===== src/rtl/cute_key_sequencer.sv =====
// Cute-Lock key sequencer: stores NUM_KEYS keys and presents the one matching the
// locked FSM's current time window, tracking its counter from a shared sync pulse.
module cute_key_sequencer #(
   parameter int KEY_W    = 12,
   parameter int NUM_KEYS = 4,
   parameter int WINDOW   = 5
) (
   input  logic                                  clk,
   input  logic                                  rst,
   input  logic                                  cfg_we,
   input  logic [$clog2(NUM_KEYS)-1:0]           cfg_idx,
   input  logic [KEY_W-1:0]                      cfg_key,
   output logic                                  cfg_err,
   input  logic                                  arm,
   input  logic                                  sync,
   output logic                                  armed,
   output logic [$clog2(NUM_KEYS)-1:0]           win_idx,
   output logic [$clog2(NUM_KEYS*WINDOW)-1:0]    phase,
   output logic [KEY_W-1:0]                      key_out
);

   localparam int P     = NUM_KEYS * WINDOW;
   localparam int IDX_W = $clog2(NUM_KEYS);
   localparam int PH_W  = $clog2(P);
   localparam int CNT_W = (WINDOW > 1) ? $clog2(WINDOW) : 1;
   localparam logic [IDX_W-1:0] IDX_LAST = IDX_W'(NUM_KEYS - 1);
   localparam logic [PH_W-1:0]  PH_LAST  = PH_W'(P - 1);
   localparam logic [CNT_W-1:0] CNT_LAST = CNT_W'(WINDOW - 1);

   typedef enum logic [1:0] {ST_IDLE, ST_SYNC, ST_RUN} state_t;

   state_t             state, state_nxt;
   logic [KEY_W-1:0]   keys [NUM_KEYS];
   logic [CNT_W-1:0]   cnt, cnt_nxt;
   logic [PH_W-1:0]    phase_nxt;
   logic [IDX_W-1:0]   win_nxt;
   logic [KEY_W-1:0]   key_nxt;
   logic               idx_ok, wr_ok, err_nxt;

   assign idx_ok = (int'(cfg_idx) < NUM_KEYS);
   assign wr_ok  = cfg_we && idx_ok && (state == ST_IDLE);
   assign armed  = (state == ST_RUN);

   always_comb begin
      state_nxt = state;
      phase_nxt = '0;
      cnt_nxt   = '0;
      win_nxt   = '0;
      key_nxt   = '0;
      err_nxt   = cfg_we && !wr_ok;
      case (state)
         ST_IDLE: begin
            if (arm) state_nxt = ST_SYNC;
         end
         ST_SYNC: begin
            if (!arm) begin
               state_nxt = ST_IDLE;
            end else if (sync) begin
               state_nxt = ST_RUN;
               key_nxt   = keys[0];
            end
         end
         ST_RUN: begin
            // arm=0 outranks sync, which outranks normal counting
            if (!arm) begin
               state_nxt = ST_IDLE;
            end else if (sync) begin
               key_nxt = keys[0];
            end else begin
               phase_nxt = (phase == PH_LAST) ? '0 : phase + PH_W'(1);
               if (cnt == CNT_LAST) begin
                  cnt_nxt = '0;
                  win_nxt = (win_idx == IDX_LAST) ? '0 : win_idx + IDX_W'(1);
               end else begin
                  cnt_nxt = cnt + CNT_W'(1);
                  win_nxt = win_idx;
               end
               key_nxt = keys[win_nxt];
            end
         end
         default: state_nxt = ST_IDLE;
      endcase
   end

   always_ff @(posedge clk) begin
      if (rst) begin
         state   <= ST_IDLE;
         phase   <= '0;
         cnt     <= '0;
         win_idx <= '0;
         key_out <= '0;
         cfg_err <= 1'b0;
      end else begin
         state   <= state_nxt;
         phase   <= phase_nxt;
         cnt     <= cnt_nxt;
         win_idx <= win_nxt;
         key_out <= key_nxt;
         cfg_err <= err_nxt;
      end
   end

   // Key storage is wiped on reset so a stale key never survives a lock reset
   always_ff @(posedge clk) begin
      if (rst) begin
         for (int i = 0; i < NUM_KEYS; i++) keys[i] <= '0;
      end else if (wr_ok) begin
         keys[cfg_idx] <= cfg_key;
      end
   end

endmodule


===== config.mk =====
export PLATFORM = sky130hd
export DESIGN_NAME = cute_key_sequencer
export DESIGN_NICKNAME = d
export VERILOG_FILES = /design/src/rtl/cute_key_sequencer.sv
export SDC_FILE = /design/constraint.sdc
export NUM_CORES = 1
export LEC_CHECK = 0
export ABC_AREA = 1
export CORE_ASPECT_RATIO = 0.9
export CORE_UTILIZATION = 51
export DETAILED_ROUTE_END_ITERATION = 6
export GPL_TIMING_DRIVEN = 1
export PLACE_DENSITY_LB_ADDON = 0.25
export SYNTH_ARGS = -nofsm -noshare
export SYNTH_HDL_FRONTEND = slang
export SYNTH_SLANG_ARGS = --single-unit

===== constraint.sdc =====
create_clock -name clk -period 2.8 [get_ports clk]
set_input_delay 0.56 -clock clk [delete_from_list [all_inputs] [get_ports clk]]
set_output_delay 0.56 -clock clk [all_outputs]
set_load 0.02 [all_outputs]

==> results of run 1 <==
-- final cells by class --
class	instances	area (um^2)	area share, %
flip-flops and latches	73	1940	50.0
inverters	31	116	3.00
clock buffers	9	124	3.19
clock inverters	7	70.1	1.80
repair buffers	44	428	11.0
well taps	87	109	2.80
multi-input cells	217	1100	28.2
-- layer usage --
layer  vias to the layer above  global-route usage (%)  wire length, um
met4                         0                    6.83               93
met1                      1139                    33.0             3190
met3                        10                    7.45              516
met2                       107                    31.7             3070
li1                       1214                       -                -
met5                         -                       0                0
-- worst max-delay path: stages (launching register included) --
cell	delay, ns
dfxtp_1	0.31
inv_1	0.13
ha_1	0.21
clkdlybuf4s50_1	0.61
-- logic make-up after synthesis --
family	Yosys count	synth area share [%]
and+or+nand+nor	183	25.4
DFF	73	59.7
buffers and inverters	48	6.58
AOI/OAI and AO/OA	22	4.16
adders and majority gates	8	3.08
xor gates and xnor gates	4	1.08
-- where the power goes --
group / total [uW] / internal (uW) / switching, uW
logic: 300 / 106 / 195
registers: 1260 / 1230 / 32.5
clock network: 805 / 411 / 394
-- registers in the layout, summed over array words and instances, names as in the netlist --
register,flops
cfg_err,1
phase,5
key_out,12
win_idx,2
state,2
keys,48
cnt,3
-- worst max-delay path by stage --
stage	start	to	slack (ns)	cells after the start
finish	state[0]	armed	0.63	3
global route	state[0]	armed	0.55	3
CTS	state[0]	armed	0.61	3
detailed placement	cfg_we	keys[0][6]	0.45	7
global placement	cfg_we	keys[0][3]	0.55	7
floorplan	state[0]	keys[3][0]	0.77	4
-- layout by cell type (no fill, tap or decap), drive strengths merged --
| cell | n |
|---|---|
| o211a | 1 |
| clkinv | 6 |
| xnor2 | 2 |
| o31ai | 2 |
| inv | 31 |
| nand2 | 46 |
| o221ai | 1 |
| nand3 | 74 |
| dfxtp | 25 |
| edfxtp | 48 |
| o21ai | 3 |
| clkdlybuf4s50 | 39 |
| a21oi | 15 |
| bufinv | 1 |
| xor2 | 2 |
| ha | 8 |
| buf | 5 |
| nor2 | 52 |
| nor3 | 11 |
| clkbuf | 9 |
-- through the flow --
stage | utilization (%) | instance area [um^2] | total power (uW)
finish | 63.2 | 3880 | 2360
global placement | 60.0 | 3690 | 1570
global route | 63.2 | 3880 | 2460
detailed placement | 60.0 | 3690 | 1580
floorplan | - | 3250 | 1460
CTS | 63.2 | 3880 | 2380
==> metrics.cfg, run 1 <==
[worst_setup_path]
critPathKind=reg -> out
r2r-start=state[0]
r2r_cells=8
cp-start-kind=register
rrSetupSlack_ns=0.82
cp.arrival_ns=1.61
end_kind=primary output
path_max_fanout=4
r2r_end=keys[0][9]
cp_data_required_time_ns=2.24

[logic_synthesis]
postSynthCellCount=338
synth-seq-cells=73
yosys.area.top_type_share_pct=44.3
synth_edf_count=48
synth_warnings=0
yosysMostFrequentCell=nand3_1
synthArstFlopShare_pct=0
syn_avg_cell_area_um2=9.62
syn_nets=365
synth_area_um2=3250
synth_top_area_cell=edfxtp_1
yosysSeqAreaShare_pct=59.7
synth_area_leaders=edfxtp_1, dfxtp_1, nand3_1
ys_top_cells_by_count=nand3_1, nor2_1, edfxtp_1, nand2_1, inv_1
ys_types=24
synth_ff_type=edfxtp_1

[timing]
drv_slew=0
timing_hold_violations_final=0
finalClockSkew_ns=0.00946
tightest_slew_ns=0.538
slew_headroom_pct=63.9
setup_tns_ns=0
min_period_ns=2.17
setup_viol_count_final=0
whs_ns=0.443
fmax_mhz=461
rsz0062_at_grt=false
period_share_pct=77.5
worst_slack_ns=0.630

[clocking]
cts_buffer_depth=2
numClockSinks=73
clk_latency_ns=0.35
path_clk_slew_ns=0.07
cts_tree=built
cts_resized=0
root_buffer=clkbuf_8
hold_buffers=0
cts_setup_buffers=0
cts_buffers=9
cts_max_level=3

[grt]
grt_overflow=0
grt_max_degree=27
antenna_found_initial=0
grt_first_pass_wirelength_um=11300
grt_pass1_vias=2270
grtUsageTotal_pct=22.6

[min_path]
hold_depth=1
holdPathEnd=cnt[0]
hold_path.class=reg -> reg
min_from=cnt[0]

[placed_design]
placed_cells=452
hpwl_um=5000
pre_cts_ws_ns=0.450
io_buffers=39
gp_congestion=0.813

[detailed_routing]
vias=2470
vias_per_cell=5.28
drt.antenna.violating_nets=0
drt_iter0_drc=241
first_pass_iters=5
routedWlPerCell_um=14.7
wirelength_um=6870
route.detailed.drc=0

[power]
power_density_nw_per_um2=608
peakVddDrop_mv=0.404
p_leak_uw=0.00150

[layout]
syn_to_final_growth_pct=19.5
diodes=0
layout-drive-gt1-share_pct=7.87
fill_cells=539
stdcell_count=468
nets=403

[die]
die-area_um2=6700
rows=27
die_h_um=77.8
die_w_um=86.2
core_area_um2=6150
initial_core_util_pct=52.9
io_pins=40

[job]
maxCapViolCount=0

[run_status]
status=complete, no violations

(Power assumes the default switching activity.)
==> inputs of run 2 (changes only) <==
clock period = 2 ns   (was 2.8 ns; I/O delays follow)
==> metrics.cfg, run 2 (same netlist as run 1, synthesis figures left out) <==
[run_status]
status=complete, no violations

[layout]
nets=413
reg_top3=keys (48), key_out (12), phase (5)
syn_to_final_growth_pct=23.5
final_common_cell=nand3_1
largest_reg_flops=48
utilization_pct=65.3
regMostFlops=keys
most-common-layout-cells=nand3_1, nor2_1, edfxtp_1
diodes=0
layout-drive-gt1-share_pct=10.7
fill_cells=509

[power]
p_leak_uw=0.00156
p_clk_share_pct=33.9
seqPwrFrac_pct=52.1
power_density_nw_per_um2=844
switching_power_uw=897
swShare_pct=26.5
p_comb_share_pct=14.0
internal_power_uw=2490
peakVddDrop_mv=0.454

[die]
die_h_um=77.8
io_pins=40
core_area_um2=6150
die_w_um=86.2
initial_core_util_pct=52.9
die-area_um2=6700
rows=27

[worst_setup_path]
cp-start-kind=register
end_kind=primary output
r2r-start=state[0]
cp_data_required_time_ns=1.60
crit_chain=clkdlybuf4s50_1
critPathSlowestCell=clkdlybuf4s50_1
rrSetupSlack_ns=0.29
crit_family=buffers and inverters
cp.depth=1
crit_buf_inv=1
cp.arrival_ns=1.47
path_max_fanout=5
critPathKind=reg -> out
slowest_delay_ns=0.66
r2r_end=keys[0][1]
r2r_cells=9

[timing]
min_period_ns=1.87
period_share_pct=93.4
tightest_slew_ns=0.669
drv_slew=0
whs_ns=0.451
finalClockSkew_ns=0.0116
rsz0062_at_grt=false
setup_viol_count_final=0
timing_hold_violations_final=0
slew_headroom_pct=55.4
fmax_mhz=535

[grt]
grt_use_met3_pct=8.30
grtUsageTotal_pct=23.4
grt_use_met2_pct=34.6
antenna_found_initial=0
grt_first_pass_wirelength_um=11800
grt_overflow=0
grt_pass1_vias=2431
grt_max_degree=27
top_usage_layer=met2
grtUsageMet1_pct=33.0

[placed_design]
gp_congestion=0.809
io_buffers=39
hpwl_um=4950

[detailed_routing]
vias_per_cell=5.28
first_pass_iters=5
routedWlPerCell_um=14.5
vias=2526
wirelength_um=6940
route.detailed.drc=0
drt_iter0_drc=216
drt.antenna.violating_nets=0

[min_path]
holdPathEnd=cnt[0]
hold_path.class=reg -> reg
hold_depth=1
min_from=cnt[0]

[clocking]
clk_latency_ns=0.35
cts_tree=built
cts_max_level=3
numClockSinks=73
cts_buffers=9
cts_buffer_depth=2
root_buffer=clkbuf_8
path_clk_slew_ns=0.08

[job]
maxCapViolCount=0

run 2: cell types whose count changed in the layout (fill, tap and decap cells not counted), sizes merged:
cell | before | now
buf | 5 | 15
clkinv | 6 | 3
dlygate4sd2 | 0 | 1
clkdlybuf4s50 | 39 | 38
clkinvlp | 0 | 2
inv | 31 | 32
run 2: layer usage:
metal | routed length [um] | share of wire [%]
met1 | 3110 | 45
met2 | 3160 | 46
met3 | 612 | 8.8
met4 | 55 | 0.79
met5 | 0 | 0
run 2: final cells by class:
type | instances | area, um^2 | share of cell area (%)
Clock inverter | 7 | 76.3 | 1.90
Timing Repair Buffer | 54 | 539 | 13.4
Multi-Input combinational cell | 217 | 1110 | 27.6
Tap cell | 87 | 109 | 2.71
Clock buffer | 9 | 124 | 3.08
Inverter | 31 | 116 | 2.90
Sequential cell | 73 | 1940 | 48.3
run 2: what timing repair did:
item	4_1_cts	5_1_grt
setup buffers	0	0
hold buffers	0	0
hold endpoints to repair	0	0
gates resized for setup	1	1
pin swaps	0	0
setup endpoints to repair	1	12
run 2: power by group through the flow:
stage	clock network, uW	logic (uW)	registers, uW
final	1150	476	1760
after global routing	1230	533	1770
after CTS	1160	471	1760
after detailed placement	0	470	1800
after global placement	0	462	1790
after floorplan	0	253	1790
run 2: worst max-delay path by stage:
stage                    start         end  slack [ns]
floorplan             state[0]  keys[0][0]        0.12
global placement    cfg_idx[0]  keys[3][6]       -0.24
detailed placement  cfg_idx[0]  keys[3][6]       -0.27
CTS                   state[0]  keys[3][1]        0.06
global route        win_idx[0]  win_idx[0]        0.05
finish              win_idx[0]  win_idx[0]        0.13
run 2: stage by stage:
step                setup WS, ns  setup TNS, ns  cell area, um^2  cells  total power (uW)
floorplan                  0.125              0             3260    338              2040
global placement          -0.243          -2.91             3810    462              2260
detailed placement        -0.266          -3.19             3810    462              2270
CTS                       0.0566              0             4010    478              3400
global route              0.0539              0             4020    478              3530
finish                     0.132              0             4020    478              3390
